==> config.mk <==
export PLATFORM = sky130hd
export DESIGN_NAME = vx_decode_sched
export DESIGN_NICKNAME = d
export VERILOG_FILES = /design/src/rtl/vx_decode_sched.sv
export SDC_FILE = /design/constraint.sdc
export NUM_CORES = 1
export LEC_CHECK = 0
export CAP_MARGIN = 0
export CELL_PAD_IN_SITES_DETAIL_PLACEMENT = 1
export CELL_PAD_IN_SITES_GLOBAL_PLACEMENT = 2
export CORE_UTILIZATION = 27
export CTS_BUF_LIST = sky130_fd_sc_hd__clkbuf_16
export DETAILED_ROUTE_END_ITERATION = 16
export GPL_TIMING_DRIVEN = 0
export PLACE_DENSITY = 0.92
export SYNTH_ARGS = -nofsm -noshare
export SYNTH_HDL_FRONTEND = slang
export SYNTH_SLANG_ARGS = --single-unit
export TNS_END_PERCENT = 30
==> constraint.sdc <==
create_clock -name clk -period 6.5 [get_ports clk]
set_clock_uncertainty 0.2 [all_clocks]
set_input_delay 0.975 -clock clk [delete_from_list [all_inputs] [get_ports clk]]
set_output_delay 0.975 -clock clk [all_outputs]
set_load 0.01 [all_outputs]
==> src/rtl/vx_decode_sched.sv <==
// Decode-to-ibuf scheduler: per-slot credit flow control, per-warp branch stall, one-entry output register.
// Optional stall counters are built when VX_DECODE_SCHED_PERF_EN is defined; otherwise the perf ports read 0.
module vx_decode_sched #(
    parameter int NUM_WARPS   = 8,
    parameter int ISSUE_WIDTH = 4,
    parameter int IBUF_SIZE   = 4,
    parameter int DATAW       = 128,
    localparam int NW_WIDTH   = (NUM_WARPS > 1) ? $clog2(NUM_WARPS) : 1
) (
    input  logic                   clk,
    input  logic                   reset_n,
    input  logic                   in_valid,
    input  logic [NW_WIDTH-1:0]    in_wid,
    input  logic                   in_is_branch,
    input  logic [DATAW-1:0]       in_data,
    output logic                   in_ready,
    output logic                   out_valid,
    output logic [NW_WIDTH-1:0]    out_wid,
    output logic [DATAW-1:0]       out_data,
    input  logic                   out_ready,
    input  logic [ISSUE_WIDTH-1:0] ibuf_pop,
    input  logic                   br_resolve_valid,
    input  logic [NW_WIDTH-1:0]    br_resolve_wid,
    output logic [31:0]            perf_stall_credit,
    output logic [31:0]            perf_stall_branch
);

    localparam int SW = (ISSUE_WIDTH > 1) ? $clog2(ISSUE_WIDTH) : 1;
    localparam int CW = $clog2(IBUF_SIZE + 1);
    localparam logic [CW-1:0] CREDIT_MAX = CW'(IBUF_SIZE);

    logic [CW-1:0]        credit [ISSUE_WIDTH];
    logic [NUM_WARPS-1:0] br_pending;
    logic [SW-1:0]        in_slot;
    logic                 credit_zero;
    logic                 pend_hit;
    logic                 out_free;
    logic                 accept;

    // ISSUE_WIDTH is a power of two, so wid mod ISSUE_WIDTH is just the low wid bits.
    generate
        if (ISSUE_WIDTH == 1) begin : g_one_slot
            assign in_slot = '0;
        end else begin : g_slots
            assign in_slot = in_wid[SW-1:0];
        end
    endgenerate

    assign credit_zero = (credit[in_slot] == '0);
    assign pend_hit    = br_pending[in_wid];
    assign out_free    = !out_valid || out_ready;
    assign in_ready    = reset_n && !pend_hit && !credit_zero && out_free;
    assign accept      = in_valid && in_ready;

    // A credit is taken at accept time, so the output register counts as ibuf occupancy.
    always_ff @(posedge clk or negedge reset_n) begin
        if (!reset_n) begin
            for (int s = 0; s < ISSUE_WIDTH; s++) begin
                credit[s] <= CREDIT_MAX;
            end
        end else begin
            for (int s = 0; s < ISSUE_WIDTH; s++) begin
                if (ibuf_pop[s] && !(accept && in_slot == SW'(s))) begin
                    if (credit[s] != CREDIT_MAX) begin
                        credit[s] <= credit[s] + CW'(1);
                    end
                end else if (!ibuf_pop[s] && accept && in_slot == SW'(s)) begin
                    credit[s] <= credit[s] - CW'(1);
                end
            end
        end
    end

    generate
        for (genvar gs = 0; gs < ISSUE_WIDTH; gs++) begin : g_pop_chk
            assert property (@(posedge clk) disable iff (!reset_n)
                !(ibuf_pop[gs] && credit[gs] == CREDIT_MAX));
        end
    endgenerate

    // Setting a pending branch has priority over a same-cycle resolve for the same warp.
    always_ff @(posedge clk or negedge reset_n) begin
        if (!reset_n) begin
            br_pending <= '0;
        end else begin
            for (int w = 0; w < NUM_WARPS; w++) begin
                if (accept && in_is_branch && in_wid == NW_WIDTH'(w)) begin
                    br_pending[w] <= 1'b1;
                end else if (br_resolve_valid && br_resolve_wid == NW_WIDTH'(w)) begin
                    br_pending[w] <= 1'b0;
                end
            end
        end
    end

    always_ff @(posedge clk or negedge reset_n) begin
        if (!reset_n) begin
            out_valid <= 1'b0;
            out_wid   <= '0;
            out_data  <= '0;
        end else if (accept) begin
            out_valid <= 1'b1;
            out_wid   <= in_wid;
            out_data  <= in_data;
        end else if (out_ready) begin
            out_valid <= 1'b0;
        end
    end

`ifdef VX_DECODE_SCHED_PERF_EN
    logic [31:0] stall_credit_q;
    logic [31:0] stall_branch_q;

    always_ff @(posedge clk or negedge reset_n) begin
        if (!reset_n) begin
            stall_credit_q <= '0;
            stall_branch_q <= '0;
        end else begin
            if (in_valid && credit_zero) begin
                stall_credit_q <= stall_credit_q + 32'd1;
            end
            if (in_valid && pend_hit && !credit_zero) begin
                stall_branch_q <= stall_branch_q + 32'd1;
            end
        end
    end

    assign perf_stall_credit = stall_credit_q;
    assign perf_stall_branch = stall_branch_q;
`else
    assign perf_stall_credit = 32'd0;
    assign perf_stall_branch = 32'd0;
`endif

endmodule

==> flow_summary.toml, run 1 <==
[placement]
port_buffers = 276
gp_congestion = 0.788
dp_cells = 1168
hpwl_um = 14900
pre_cts_ws_ps = 2000

[final_layout]
antenna_cells = 0
drive_above_1_share = 0.290
nFillCells = 2680
final_nets = 1011
multi_input_area_sq_mm = 0.00257
syn2layout_area_growth_pct = 59.3
seqCellArea_sq_mm = 0.00381
instances_no_fill = 1199

[drt]
wl_per_cell_um = 16.4
first_pass_iters = 4
vias_per_cell = 4.24
drt-total-wl_um = 19700
vias = 5084
drt_iter0_drc = 144
drc_errors = 0
drtAntennaViolNets = 0

[setup_path]
startpoint_type = "primary input"
critPathTopFamily = "buffers and inverters"
slowest_delay_ps = 610
worstPathMaxFanout = 7
path_cells = "clkdlybuf4s50_1, or2_2, o22ai_1, nor2_1, nor4b_1, clkdlybuf4s50_1"
worst-endpoint-arrival_ps = 3370
required_ps = 5320
startpoint = "in_wid[0]"
cp_slowest_cell = "clkdlybuf4s50_1"
cpMostUsedCell = "clkdlybuf4s50_1"
path_class = "in2out"
path_buf_inv = 2
timing.rr.start = "credit[2]"
cp-end-kind = "primary output"

[clock_tree]
root_buffer = "clkbuf_16"
htreeDepth = 4
cts.reportedPaths.clkPinSlew_ps = 70
postCtsHoldBufs = 0
clk_path_buf_depth = 2
cts.sink_count = 152
clock_latency_ps = 410
cts.repair.resized = 0
cts_tree = "done"
cts_buffers = 17
postCtsSetupBuffers = 0

[global_route]
overflow = 0
antenna_found_initial = 0
track_usage = 0.156
grt_max_degree = 99
grt_pass1_vias = 5537
grt_pass1_wl_um = 31000

[synthesis]
synthTopCellsByCount = "dfrtp_1, mux2_2, buf_4, o21ai_0, nor2_1"
synth_flop_cell = "dfrtp_1"
synth-seq-cells = 152
synth-seq-area-share = 0.565
async_flop_share = 1.00
synth_cell_types = 30
syn_area_sq_mm = 0.00674
yosysTopAreaCellShare = 0.549
synth_edf_count = 0
syn_inst = 504
ys_top_cells_by_area = "dfrtp_1, mux2_2, buf_4"
syn_area_per_cell_sq_um = 13.4
yosysTopAreaCell = "dfrtp_1"
yosysWarnings = 0
synth_most_common_cell = "dfrtp_1"

[timing]
hold_violations = 0
final.setup.worst_slack_ps = 1960
setup_viol = 0
slew-limit-headroom = 0.555
timing.fmax_mhz = 220
layout_min_cycle_time_ps = 4540
post-route-period-util = 0.699
worst_pin_slew_ps = 663
slew_viol_final = 0
rsz0062_at_grt = "no"

[floorplanning]
dieArea_sq_mm = 0.0256
ioPinCount = 341
dieHeight_um = 160
rows = 57
core_sq_mm = 0.0244
start_util = 0.276
die_width_um = 160

[outcome]
outcome = "completed"

[power]
irDropWorstVdd_mv = 0.157
report.power.total_mw = 4.33
p_leak_nw = 4.59
power.density_mw_per_mm2 = 403

[worst_hold_path]
hold_path.class = "in2async"

[job]
drv_cap = 0
[sequential cells by signal (all words and copies together), names as in the netlist]
register,flops
credit,12
out_wid,3
br_pending,8
out_valid,1
out_data,128
[logic make-up (layout without fill, tap and decap cells)]
group / Yosys count / in the layout / share of synthesized area
multiplexers: 137 / 137 / 0.232
XOR/XNOR: 4 / 4 / 0.00520
adder cells (fa/ha/maj): 4 / 4 / 0.0119
buffers and inverters: 88 / 396 / 0.0894
AO/OA/AOI/OAI: 64 / 64 / 0.0560
other: 1 / 64 / 0.000556
AND/OR/NAND/NOR: 54 / 54 / 0.0399
flip-flops: 152 / 152 / 0.565
[where the power goes]
group	total (mW)	internal (mW)	switching, mW
registers	1.61	1.36	0.251
clock network	0.977	0.537	0.440
logic	1.75	1.08	0.666
total	4.33	2.97	1.36
[final cells by class]
| cell class | count | share of cell area |
|---|---|---|
| well taps | 324 | 0.0377 |
| inverters | 10 | 0.00349 |
| clock buffers | 17 | 0.0396 |
| flip-flops and latches | 152 | 0.354 |
| plain buffers | 78 | 0.0526 |
| multi-input cells | 327 | 0.239 |
| repair buffers | 277 | 0.260 |
| clock inverters | 14 | 0.0129 |
[final timing paths]
path                                 endpoint  cells after the start  slack, ps
worst max-delay path                 in_ready                      6       1960
worst min-delay path             out_data[44]                      1        250
worst max register to register  br_pending[6]                      8       3460
worst min register to register   out_data[77]                      1        310
max in group asynchronous        out_data[80]                      2       4980
min in group clk                 out_data[77]                      1        310
[through the flow]
| step | hold WS, ps | cell area (sq um) | utilization | TNS, ps |
|---|---|---|---|---|
| after CTS | 266 | 10700 | 0.440 | 0 |
| after global routing | 273 | 10700 | 0.440 | 0 |
| after floorplan | 249 | 6980 | - | 0 |
| final | 247 | 10700 | 0.440 | 0 |
| after global placement | 273 | 10100 | 0.416 | -891920 |
| after detailed placement | 294 | 10200 | 0.417 | 0 |
[cell usage in the layout, fill, tap and decap left out, types with 3 or more instances in the layout]
| cell type | count |
|---|---|
| clkdlybuf4s50_1 | 275 |
| dfrtp_1 | 148 |
| mux2_2 | 135 |
| buf_4 | 70 |
| conb_1 | 64 |
| o21ai_0 | 25 |
| clkbuf_16 | 17 |
| nor2_1 | 15 |
| nand2_1 | 13 |
| inv_1 | 10 |
| nor3_1 | 8 |
| buf_2 | 8 |
| o21ai_1 | 8 |
| o22ai_1 | 6 |
| nand3_1 | 6 |
| nand2b_1 | 5 |
| a21oi_1 | 5 |
| o21a_1 | 4 |
| xnor2_1 | 4 |
| o21bai_1 | 4 |
| a22oi_1 | 4 |
| a21o_1 | 4 |
| fa_1 | 4 |
| inv_6 | 4 |
| dfstp_2 | 4 |
| clkinvlp_4 | 3 |
| inv_8 | 3 |
[layer usage]
layer  part of all wire  vias up  wire (um)  track usage
met4              0.019        0        376       0.0489
li1                   -     2352          -            -
met5                  0        -          0            0
met3              0.069       23       1360       0.0514
met1               0.39     2522       7620        0.180
met2               0.52      187      10300        0.273
(Power assumes the default switching activity.)
==> inputs of run 2 (changes only) <==
--- a/config.mk
+++ b/config.mk
@@ -8,11 +8,11 @@
 export CAP_MARGIN = 0
 export CELL_PAD_IN_SITES_DETAIL_PLACEMENT = 1
 export CELL_PAD_IN_SITES_GLOBAL_PLACEMENT = 2
-export CORE_UTILIZATION = 27
+export CORE_UTILIZATION = 22
 export CTS_BUF_LIST = sky130_fd_sc_hd__clkbuf_16
 export DETAILED_ROUTE_END_ITERATION = 16
 export GPL_TIMING_DRIVEN = 0
-export PLACE_DENSITY = 0.92
+export PLACE_DENSITY = 0.81
 export SYNTH_ARGS = -nofsm -noshare
 export SYNTH_HDL_FRONTEND = slang
 export SYNTH_SLANG_ARGS = --single-unit
==> constraint.sdc (replaced) <==
create_clock -name clk -period 3.9 [get_ports clk]
set_clock_uncertainty 0.2 [all_clocks]
set_input_delay 0.585 -clock clk [delete_from_list [all_inputs] [get_ports clk]]
set_output_delay 0.585 -clock clk [all_outputs]
set_load 0.01 [all_outputs]
==> run 2 against run 1 <==
Net effect: cell count grew 5.8%; critical path type unchanged; global-route usage decreased by 2.4 points; clock power grew 64%.
==> flow_summary.toml, run 2 (synthesis gave the netlist of run 1 again) <==
[global_route]
grt_pass1_wl_um = 31500
antenna_found_initial = 0
grt_max_degree = 77
grt_pass1_vias = 5611
overflow = 0
track_usage = 0.132

[clock_tree]
cts.reportedPaths.clkPinSlew_ps = 60
cts.repair.resized = 0
clk_path_buf_depth = 2
htreeDepth = 4
cts.sink_count = 152
root_buffer = "clkbuf_16"
cts_tree = "done"
clock_latency_ps = 420
cts_buffers = 17

[final_layout]
layout_commonest_cell = "clkdlybuf4s50_1"
final_cell_mix = "clkdlybuf4s50_1, dfrtp_1, mux2_2"
top_register = "out_data"
syn2layout_area_growth_pct = 61.2
finish.utilization = 0.364
largest_reg_flops = 128
nFillCells = 3288
final_nets = 1014
drive_above_1_share = 0.292
antenna_cells = 0
biggestRegsByFlops = "out_data: 128 flops, credit: 12 flops, br_pending: 8 flops"

[floorplanning]
rows = 63
die_width_um = 177
start_util = 0.226
dieArea_sq_mm = 0.0314
ioPinCount = 341
core_sq_mm = 0.0299
dieHeight_um = 177

[drt]
vias_per_cell = 4.05
drt-total-wl_um = 20400
first_pass_iters = 4
drt_iter0_drc = 139
drtAntennaViolNets = 0
vias = 5142
wl_per_cell_um = 16.1
drc_errors = 0

[power]
irDropWorstVdd_mv = 0.255
p_leak_nw = 4.62
power.density_mw_per_mm2 = 661
report.power.total_mw = 7.19

[setup_path]
worstPathMaxFanout = 7
startpoint_type = "primary input"
path_class = "in2out"
cp-end-kind = "primary output"
required_ps = 3120
worst-endpoint-arrival_ps = 2910

[timing]
layout_min_cycle_time_ps = 3700
slew_viol_final = 0
setup_viol = 0
hold_violations = 0
timing.fmax_mhz = 271
rsz0062_at_grt = "no"
post-route-period-util = 0.948

[placement]
port_buffers = 276
hpwl_um = 15500
gp_congestion = 0.751

[worst_hold_path]
hold_path.class = "reg2reg"

[outcome]
outcome = "completed"

[job]
drv_cap = 0
-- run 2: report_power, final --
group	internal (mW)	switching, mW
logic	1.81	1.11
clock network	0.843	0.761
registers	2.26	0.410
-- run 2: final timing paths --
check / slack, ps / end / startpoint / depth (start not counted)
setup / recovery: 200 / in_ready / in_wid[0] / 6
max in group asynchronous: 2390 / credit[11] / reset_n / 3
hold / removal: 300 / br_pending[6] / br_pending[6] / 2
setup reg to reg: 1080 / br_pending[4] / br_pending[7] / 8
min in group asynchronous: 430 / out_data[125] / reset_n / 2
hold reg to reg: 300 / br_pending[6] / br_pending[6] / 2
-- run 2: timing repair --
action / in CTS / in global routing
setup buffers: 0 / 1
endpoints found under the setup margin: 0 / 42
hold buffers: 2 / 0
hold endpoints to repair: 59 / 0
-- run 2: stage by stage --
| stage | hold WS [ps] | setup TNS (ps) | area (sq um) | std cells | setup slack [ps] |
|---|---|---|---|---|---|
| floorplan | 89.4 | 0 | 6980 | 567 | 1220 |
| global placement | 278 | -1632570 | 10200 | 1233 | -6130 |
| detailed placement | 285 | -16050 | 10300 | 1234 | -363 |
| CTS | 301 | 0 | 10900 | 1268 | 2.75 |
| global route | 324 | 0 | 10900 | 1269 | 0.312 |
| finish | 303 | 0 | 10900 | 1269 | 205 |
-- run 2: area by class of cell --
type	instances	area [sq um]	share of cell area
sequential	152	3810	0.350
timing repair buffer	280	2840	0.261
multi-input combinational	327	2570	0.236
buffer	78	566	0.0520
tap	390	488	0.0449
clock buffer	17	425	0.0391
clock inverter	15	139	0.0128
inverter	10	37.5	0.00345
-- run 2: metal layers --
metal	routed length, um	vias up	track usage
li1	-	2363	-
met1	8100	2546	0.152
met2	10300	216	0.225
met3	1690	17	0.0490
met4	283	0	0.0392
met5	0	-	0
-- run 2: worst max-delay path, cell delays in order --
cell and delay (ps):
clkdlybuf4s50_1 550, or2_2 410, o22ai_1 260, nor2_1 160
nor4b_1 320, clkdlybuf4s50_1 620
==> inputs of run 3 (changes only) <==
--- a/config.mk
+++ b/config.mk
@@ -10,6 +10,7 @@
 export CELL_PAD_IN_SITES_GLOBAL_PLACEMENT = 2
 export CORE_UTILIZATION = 22
 export CTS_BUF_LIST = sky130_fd_sc_hd__clkbuf_16
+export CTS_CLUSTER_SIZE = 40
 export DETAILED_ROUTE_END_ITERATION = 16
 export GPL_TIMING_DRIVEN = 0
 export PLACE_DENSITY = 0.81
==> results of run 3 <==
Same layout as run 2: the final DEF is identical, and so are final timing and power.
